==> src/rtl/door_if_pkg.sv <==
// Shared door-count interface definitions: field order inside a door slot and the
// helper that locates a field on the packed system bus.
package door_if_pkg;

  localparam int NFIELDS = 4;
  localparam int F_A_IN  = 3;
  localparam int F_A_OUT = 2;
  localparam int F_B_IN  = 1;
  localparam int F_B_OUT = 0;

  typedef enum logic [1:0] {
    ST_IDLE,
    ST_ACCUM,
    ST_SEND
  } door_state_e;

  // Bit position of field k of door d on a bus built from width-bit fields.
  function automatic int fld_lsb(input int width, input int d, input int k);
    return NFIELDS * width * d + width * k;
  endfunction

endpackage

==> src/rtl/door_acc_cell.sv <==
// One door's four saturating event counters; clr reloads them with the pulses of the
// same cycle so nothing arriving during a launch is lost.
module door_acc_cell
  import door_if_pkg::*;
#(
  parameter int WIDTH  = 10,
  parameter int THRESH = 8
) (
  input  logic                     clk,
  input  logic                     rst,
  input  logic                     clr,
  input  logic [NFIELDS-1:0]       pulse,
  output logic [NFIELDS*WIDTH-1:0] cnt,
  output logic                     ovf,
  output logic                     at_thresh,
  output logic                     nonzero
);

  localparam logic [WIDTH-1:0] CNT_MAX = '1;
  localparam logic [WIDTH-1:0] THR     = WIDTH'(THRESH);
  localparam logic [WIDTH-1:0] THR_M1  = WIDTH'(THRESH - 1);

  logic [WIDTH-1:0]   cnt_q [NFIELDS];
  logic [WIDTH-1:0]   cnt_d [NFIELDS];
  logic               ovf_q, ovf_d;
  logic [NFIELDS-1:0] thr_hit, nz;

  always_comb begin
    ovf_d = ovf_q;
    for (int k = 0; k < NFIELDS; k++) begin
      cnt_d[k] = cnt_q[k];
      if (clr) begin
        cnt_d[k] = WIDTH'(pulse[k]);
      end else if (pulse[k]) begin
        if (cnt_q[k] == CNT_MAX) ovf_d = 1'b1;
        else                     cnt_d[k] = cnt_q[k] + 1'b1;
      end
      // A field "reaches" the threshold in the cycle its THRESH-th pulse arrives,
      // so the frame launches with THRESH-1 and that pulse opens the next frame.
      thr_hit[k] = (cnt_q[k] >= THR) || (pulse[k] && (cnt_q[k] == THR_M1));
      nz[k]      = |cnt_q[k];
    end
    if (clr) ovf_d = 1'b0;
  end

  always_ff @(posedge clk) begin
    if (rst) begin
      for (int k = 0; k < NFIELDS; k++) cnt_q[k] <= '0;
      ovf_q <= 1'b0;
    end else begin
      for (int k = 0; k < NFIELDS; k++) cnt_q[k] <= cnt_d[k];
      ovf_q <= ovf_d;
    end
  end

  for (genvar gi = 0; gi < NFIELDS; gi++) begin : g_fld
    assign cnt[fld_lsb(WIDTH, 0, gi) +: WIDTH] = cnt_q[gi];
  end

  assign ovf       = ovf_q;
  assign at_thresh = |thr_hit;
  assign nonzero   = |nz;

endmodule

==> src/rtl/door_event_packer.sv <==
// Door event source: per-door saturating counts packed into frames under valid/ready.
// Define FRAME_SEQ_EN to add the frame_seq output and its launch counter.
module door_event_packer
  import door_if_pkg::*;
#(
  parameter int WIDTH  = 10,
  parameter int NDOORS = 3,
  parameter int PERIOD = 64,
  parameter int THRESH = 8,
  parameter int SEQW   = 8
) (
  input  logic                           clk,
  input  logic                           rst,
  input  logic [NDOORS-1:0]              ev_a_in,
  input  logic [NDOORS-1:0]              ev_a_out,
  input  logic [NDOORS-1:0]              ev_b_in,
  input  logic [NDOORS-1:0]              ev_b_out,
  input  logic                           flush,
  output logic                           sys_valid,
  input  logic                           sys_ready,
  output logic [NFIELDS*WIDTH*NDOORS-1:0] system,
  output logic                           sys_ovf
`ifdef FRAME_SEQ_EN
  ,
  output logic [SEQW-1:0]                frame_seq
`endif
);

  localparam int DW = NFIELDS * WIDTH;
  localparam int FW = DW * NDOORS;

  door_state_e state_q, state_d;

  logic [NDOORS-1:0][NFIELDS-1:0] cell_pulse;
  logic [FW-1:0]                  acc_flat;
  logic [NDOORS-1:0]              cell_ovf, cell_thr, cell_nz;
  logic                           any_nz, any_pulse, period_hit, trig, launch;
  logic [FW-1:0]                  frame_q, frame_d;
  logic                           frame_ovf_q, frame_ovf_d;

  for (genvar gi = 0; gi < NDOORS; gi++) begin : g_door
    assign cell_pulse[gi][F_A_IN]  = ev_a_in[gi];
    assign cell_pulse[gi][F_A_OUT] = ev_a_out[gi];
    assign cell_pulse[gi][F_B_IN]  = ev_b_in[gi];
    assign cell_pulse[gi][F_B_OUT] = ev_b_out[gi];

    door_acc_cell #(
      .WIDTH (WIDTH),
      .THRESH(THRESH)
    ) u_cell (
      .clk      (clk),
      .rst      (rst),
      .clr      (launch),
      .pulse    (cell_pulse[gi]),
      .cnt      (acc_flat[fld_lsb(WIDTH, gi, 0) +: DW]),
      .ovf      (cell_ovf[gi]),
      .at_thresh(cell_thr[gi]),
      .nonzero  (cell_nz[gi])
    );
  end

  if (PERIOD != 0) begin : g_timer
    localparam int TW = (PERIOD > 1) ? $clog2(PERIOD) : 1;
    logic [TW-1:0] timer_q, timer_d;

    always_comb begin
      timer_d = timer_q + 1'b1;
      if (launch || (state_q == ST_IDLE) || (timer_q == TW'(PERIOD - 1))) timer_d = '0;
    end

    always_ff @(posedge clk) begin
      if (rst) timer_q <= '0;
      else     timer_q <= timer_d;
    end

    assign period_hit = (timer_q == TW'(PERIOD - 1));
  end else begin : g_no_timer
    assign period_hit = 1'b0;
  end

  assign any_nz    = |cell_nz;
  assign any_pulse = |{ev_a_in, ev_a_out, ev_b_in, ev_b_out};
  assign trig      = any_nz && (period_hit || (|cell_thr) || flush);
  // A pending frame blocks launches until the consumer takes it.
  assign launch    = trig && ((state_q != ST_SEND) || sys_ready);

  always_comb begin
    state_d = state_q;
    case (state_q)
      ST_IDLE:  if (any_pulse) state_d = ST_ACCUM;
      ST_ACCUM: if (launch) state_d = ST_SEND;
      ST_SEND: begin
        if (sys_ready) begin
          if (launch)                      state_d = ST_SEND;
          else if (any_nz || any_pulse)    state_d = ST_ACCUM;
          else                             state_d = ST_IDLE;
        end
      end
      default:  state_d = ST_IDLE;
    endcase
  end

  always_comb begin
    frame_d     = frame_q;
    frame_ovf_d = frame_ovf_q;
    if (launch) begin
      frame_d     = acc_flat;
      frame_ovf_d = |cell_ovf;
    end
  end

  always_ff @(posedge clk) begin
    if (rst) begin
      state_q     <= ST_IDLE;
      frame_q     <= '0;
      frame_ovf_q <= 1'b0;
    end else begin
      state_q     <= state_d;
      frame_q     <= frame_d;
      frame_ovf_q <= frame_ovf_d;
    end
  end

  assign sys_valid = (state_q == ST_SEND);
  assign system    = frame_q;
  assign sys_ovf   = frame_ovf_q;

`ifdef FRAME_SEQ_EN
  logic [SEQW-1:0] seq_cnt_q, seq_cnt_d, frame_seq_q, frame_seq_d;

  always_comb begin
    seq_cnt_d   = seq_cnt_q;
    frame_seq_d = frame_seq_q;
    if (launch) begin
      frame_seq_d = seq_cnt_q;
      seq_cnt_d   = seq_cnt_q + 1'b1;
    end
  end

  always_ff @(posedge clk) begin
    if (rst) begin
      seq_cnt_q   <= '0;
      frame_seq_q <= '0;
    end else begin
      seq_cnt_q   <= seq_cnt_d;
      frame_seq_q <= frame_seq_d;
    end
  end

  assign frame_seq = frame_seq_q;
`endif

endmodule

==> config.mk <==
export PLATFORM = sky130hd
export DESIGN_NAME = door_event_packer
export DESIGN_NICKNAME = d
export VERILOG_FILES = /design/src/rtl/door_if_pkg.sv /design/src/rtl/door_acc_cell.sv /design/src/rtl/door_event_packer.sv
export SDC_FILE = /design/constraint.sdc
export NUM_CORES = 1
export LEC_CHECK = 0
export ABC_AREA = 1
export BUFFER_PORTS_ARGS = -buffer_cell sky130_fd_sc_hd__buf_2
export CORE_MARGIN = 3
export CORE_UTILIZATION = 53
export CTS_CLUSTER_SIZE = 24
export DETAILED_ROUTE_END_ITERATION = 12
export GPL_ROUTABILITY_DRIVEN = 1
export GPL_TIMING_DRIVEN = 0
export PLACE_DENSITY = 0.88
export RECOVER_POWER = 25
export SETUP_SLACK_MARGIN = 0.05
export SYNTH_ARGS = -nofsm -noshare
export SYNTH_HDL_FRONTEND = slang
export SYNTH_SLANG_ARGS = --single-unit
==> constraint.sdc <==
create_clock -name clk -period 1.9 [get_ports clk]
set_input_delay 0.285 -clock clk [delete_from_list [all_inputs] [get_ports clk]]
set_output_delay 0.285 -clock clk [all_outputs]
set_load 0.05 [all_outputs]
======== Yosys cells after proc, flatten, opt, wreduce, memory -nomap -nowiden ========
Memories as Yosys holds them, arrays and structs flattened.
Index checks and enable logic that the tools add are counted.
operators by class
  equal/unequal tests ..................... 31
  $lt $le $gt $ge ......................... 12
  bitwise operators ....................... 12
  mux-type cells .......................... 81
  reductions and logical operators ........ 40
  add/subtract/negate cells ............... 13
operators by type and width
  operator               count
  $mux 10                48
  $add 10x1->10 const B  12
  $eq 10x10->1 const B   12
  $eq 10x3->1 const B    12
  $ge 10x4->1 const B    12
  $reduce_or 120->1      1
  $mux 1                 28
  $reduce_or 12->1       2
  $logic_or 1x1->1       18
  $logic_and 1x1->1      14
  $or 1x1->1             12
  $mux 2                 4
  $add 6x1->6 const B    1
  $eq 6x6->1 const B     1
  $ne 2x2->1 const B     3
  $pmux 2 s3             1
  $reduce_or 2->1        2
  $reduce_and 3->1       1
  $reduce_or 3->1        1
  $eq 2x1->1 const B     1
  $eq 2x2->1 const B     1
  $logic_not 2->1        1
  $ne 2x1->1 const B     1
word-level totals
  word-level logic and storage cells ...... 199
  memories ................................ 3
  register bits after elaboration ......... 132
  output and inout port bits .............. 122
  memory bits (writable) .................. 120
memory list
  memory                  words  bits a word  read ports  clocked after Yosys merged registers in  wr ports  line                 RTL
  g_door[0].u_cell.cnt_q  4      10           4           0                                        4         door_acc_cell.sv:23  logic [WIDTH-1:0] cnt_q [NFIELDS];
  g_door[1].u_cell.cnt_q  4      10           4           0                                        4         door_acc_cell.sv:23
  g_door[2].u_cell.cnt_q  4      10           4           0                                        4         door_acc_cell.sv:23

======== Depth between registers and ports, before layout ========
An unclocked memory read counts as a cell.
  depth in word-level cells ............... 12
  depth in mapped cells ................... 17

======== Hierarchy ========
A second synthesis with hierarchy kept.
unflattened totals
  cells, all modules ...................... 1,768
  area total of the unflattened synthesis .. 12,265.5 um2
modules (own cells, without submodules)
  module             sequential area each (um2)  cells an instance  area each (um2)  instances
  door_acc_cell      820.8                       391                2,539.9          3
  door_event_packer  2,582.5                     595                4,645.7          1

======== Least setup slack after synthesis ========
No wires, ideal clock.
  path type ............................... flip-flop to flip-flop
  start ................................... reg state_q[1]
  end ..................................... reg frame_ovf_q, in the netlist sys_ovf
  data required time ...................... 1,784 ps
  setup slack ............................. -174 ps
  setup time .............................. 116 ps
  stages on the path, launching flop included .. 12
  arrival ................................. 1,958 ps
  period minus slack after synthesis ...... 2,074 ps
  cells stage by stage .................... dfxtp_1 -> inv_1 -> nor2_1 -> inv_1 -> nor2_1 -> nor2_1 -> nand2_4 -> inv_2 -> buf_6 -> buf_6 -> nor2_1 -> nor2_1
between the ends
  longest elaborated chain between the ends .. 3
ends and longest elaborated chain
  what                    line                      RTL
  from (decl)             door_event_packer.sv:32   door_state_e state_q, state_d;
  from (signal assigned)  door_event_packer.sv:118  state_q <= state_d;
  $ne 2x2->1              door_event_packer.sv:85   assign launch = trig && ((state_q != ST_SEND) || sys_ready);
  $logic_or 1x1->1        door_event_packer.sv:85
  $logic_and 1x1->1       door_event_packer.sv:85
  to (signal assigned)    door_event_packer.sv:120  frame_ovf_q <= frame_ovf_d;
  to (decl)               door_event_packer.sv:39   logic frame_ovf_q, frame_ovf_d;
Every way passes these cells.
A chain may end at the register's enable or synchronous reset.

==> metrics.cfg <==
[placement]
hpwl_um = 24400
dpl_worst_slack_ns = -0.630
io_buffers = 137
placed_cell_area_um2 = 12700
routabilityCongestion = 1.00

[hold_path]
hold_class = in2reg
hp-start = ev_a_out[0]
hold_depth = 3
hold-path-endpoint = g_door[0].u_cell.cnt_q[2][0]

[route]
dr.pass1.iters = 6
wl_per_cell_um = 19.1
viasPerCell = 5.88
wl_um = 40900
drt_iter0_drc = 1872
antenna_left = 0
drc = 0
num_vias = 12610

[critical_path]
arrival_ns = 2.78
critPathKind = reg2reg
required_ns = 2.36
critPathCaptureType = flop
rr_endpoint = system[64]
r2r-start = g_door[1].u_cell.cnt_q[3][4]
r2r_cells = 13
start_kind = flop
cp_max_fo = 9
r2r_setup_slack_ns = -0.42

[floorplanning]
pin_count = 138
start_util_pct = 54.6
core_um2 = 21300
fp.dieArea_um2 = 23800
die_h_um = 154
die_w_um = 154
core.rowCount = 53

[sta]
drv_slew = 0
fin_ws_ns = -0.422
slew_headroom_pct = 24.1
hold_viol = 0
rsz0062_at_grt = yes
setup_viol = 252
tightest_slew_ns = 1.14
max_freq_ghz = 0.431
period_share_pct = 122
holdWs_ns = 0.0380
skew_ns = 0.0189
period_minus_slack_ns = 2.32

[power]
switchingPower_mw = 4.02
power.share.clock_pct = 39.5
combinationalPowerShare_pct = 18.6
leakage_nw = 6.57
netSwitchingFraction_pct = 29.6
p_per_area_nw_per_um2 = 868
p_total_mw = 13.6
p_int_mw = 9.56
seqPwrFrac_pct = 41.9
peakVddDrop_v = 0.000593

[cts]
clk_latency_ns = 0.55
hold_buffers = 0
cts.htree.levels = 1
cts_tree = built
numCtsBuffers = 26
cts.clk_slew.worst_paths_ns = 0.06
cts.root.buffer_cell = clkbuf_16
clock_sinks = 252
cts_buffer_depth = 3

[grt]
track_usage_pct = 28.2
grt_max_degree = 14
first_global_vias = 11017
antenna_found_initial = 3
overflow = 0
grt_pass1_wl_um = 54800

[synth]
syn_area_um2 = 11600
yosysSeqAreaShare_pct = 43.4
synth.distinct_cells = 35
avgSynthCellArea_um2 = 7.13
netlist_instances = 1631
mappedNetlistNets = 1672
ys_ff_latch = 252
yosysWarnings = 0

[cells_and_area]
fin_nets = 1891
fin_area_um2 = 15700
area_growth_pct = 34.6
drive_gt1_share_pct = 27.7

[status]
violations = negative setup slack
outcome = finished, violations left

[run]
max_cap_viol_count = 0

-- metal layers --
layer	vias to the layer above	GRT usage [%]	wire (um)	share of wire, %
met5	-	0	19	0.046
met4	4	13.3	3010	7.4
met3	296	5.32	4570	11
met2	879	46.9	18600	45
met1	5779	35.3	14700	36
li1	5652	-	-	-
-- sequential cells by signal (all words and copies together) (netlist names) --
register / flops
g_door.u_cell.cnt_q: 120
system: 120
g_timer.timer_q: 6
sys_ovf: 1
state_q: 2
g_door.u_cell.ovf: 3
-- cell type report --
type / count / area (um2)
fillers: 1374 / 5640
repair buffers: 192 / 1470
flip-flops and latches: 252 / 5110
clock inverters: 9 / 123
multi-input cells: 1170 / 6530
well taps: 275 / 344
clock buffers: 37 / 763
diodes: 1 / 2.50
inverters: 148 / 588
plain buffers: 60 / 722
-- worst max path at each step --
| stage | from | slack (ns) | to | depth (start not counted) |
|---|---|---|---|---|
| after floorplan | g_door[1].u_cell.cnt_q[1][0] | 0.08 | system[1] | 16 |
| after global placement | g_door[1].u_cell.cnt_q[1][0] | -0.58 | g_door[1].u_cell.cnt_q[0][0] | 15 |
| after CTS | g_door[0].u_cell.cnt_q[2][0] | -0.13 | system[106] | 17 |
| after global routing | g_door[1].u_cell.cnt_q[3][5] | -0.57 | g_door[1].u_cell.cnt_q[1][9] | 13 |
| final | g_door[1].u_cell.cnt_q[3][4] | -0.42 | system[64] | 13 |
| after detailed placement | g_door[1].u_cell.cnt_q[1][0] | -0.63 | g_door[1].u_cell.cnt_q[0][0] | 15 |
-- synth_stat cells --
cell | number | share of area [%]
nand2_1 | 252 | 8.1
xnor2_1 | 10 | 0.75
inv_2 | 2 | 0.065
nand2_4 | 1 | 0.097
nor3b_1 | 10 | 0.65
nand2_2 | 1 | 0.054
nor3_1 | 33 | 1.4
nor2_2 | 1 | 0.054
nor3_2 | 7 | 0.60
o221ai_1 | 1 | 0.075
buf_2 | 8 | 0.34
nor2_1 | 453 | 15
nand4_1 | 23 | 1.2
a31oi_1 | 2 | 0.11
ha_1 | 25 | 2.7
clkbuf_2 | 4 | 0.17
a31o_2 | 2 | 0.15
nand3b_1 | 4 | 0.26
buf_1 | 1 | 0.032
or2_2 | 6 | 0.32
buf_8 | 10 | 1.3
dfxtp_1 | 252 | 43
o22ai_1 | 2 | 0.11
inv_1 | 146 | 4.7
o21ai_0 | 146 | 6.3
buf_6 | 14 | 1.4
a21oi_1 | 61 | 2.6
clkbuf_1 | 17 | 0.55
buf_4 | 7 | 0.45
or2_0 | 1 | 0.054
nor3b_2 | 5 | 0.54
xor2_1 | 43 | 3.2
o31ai_1 | 1 | 0.065
a41oi_1 | 2 | 0.15
nand3_1 | 78 | 3.4
-- kinds of logic after synthesis --
| kind of cell | synth area share, % |
|---|---|
| DFF | 43.4 |
| AOI/OAI and AO/OA | 9.57 |
| adders and majority gates | 2.69 |
| buffers and inverters | 8.97 |
| xor gates and xnor gates | 3.99 |
| and+or+nand+nor | 31.4 |
-- power by group through the flow --
stage	Sequential, mW	Clock, mW	Combinational [mW]
detailed placement	5.76	0	1.85
CTS	5.65	5.32	2.01
finish	5.69	5.36	2.53
global placement	5.75	0	1.82
floorplan	6.39	0	0.719
global route	5.72	5.56	2.64
-- layout by cell type, fill, tap and decap left out, drive strengths merged, types with 23 or more instances in the layout --
| master | Yosys | routed |
|---|---|---|
| ha | 25 | 25 |
| clkbuf | 21 | 107 |
| buf | 40 | 182 |
| nand3 | 78 | 78 |
| nand4 | 23 | 23 |
| xor2 | 43 | 43 |
| nand2 | 254 | 254 |
| nor2 | 454 | 454 |
| o21ai | 146 | 146 |
| dfxtp | 252 | 252 |
| inv | 148 | 148 |
| nor3 | 40 | 40 |
| a21oi | 61 | 61 |
-- worst max-delay path, cell delays in order (launching register included) --
cell       delay (ns)
dfxtp_1          0.39
nor2_4           0.16
nand2_1          0.09
nor2_2           0.28
nand2_1          0.10
nor2_1           0.11
nand2_1          0.09
nor2_4           0.16
nor2_4           0.06
nand2_8          0.13
clkbuf_16        0.23
clkbuf_16        0.15
o21ai_0          0.08
nor2_1           0.19
-- timing repair --
item,CTS,global route
setup buffers,24,9
gates cloned,0,22
pin swaps,9,35
setup endpoints to repair,252,252
gates resized for setup,193,266
-- through the flow --
stage	setup TNS, ns	utilization [%]	instances
6_report	-78.88	73.5	2144
5_1_grt	-100.74	73.5	2144
4_1_cts	-17.83	66.6	2113
3_5_place_dp	-78.05	59.5	2043
3_3_place_gp	-78.22	59.5	2043
2_1_floorplan	0	-	1631
Power figures use the tool's default switching activity.
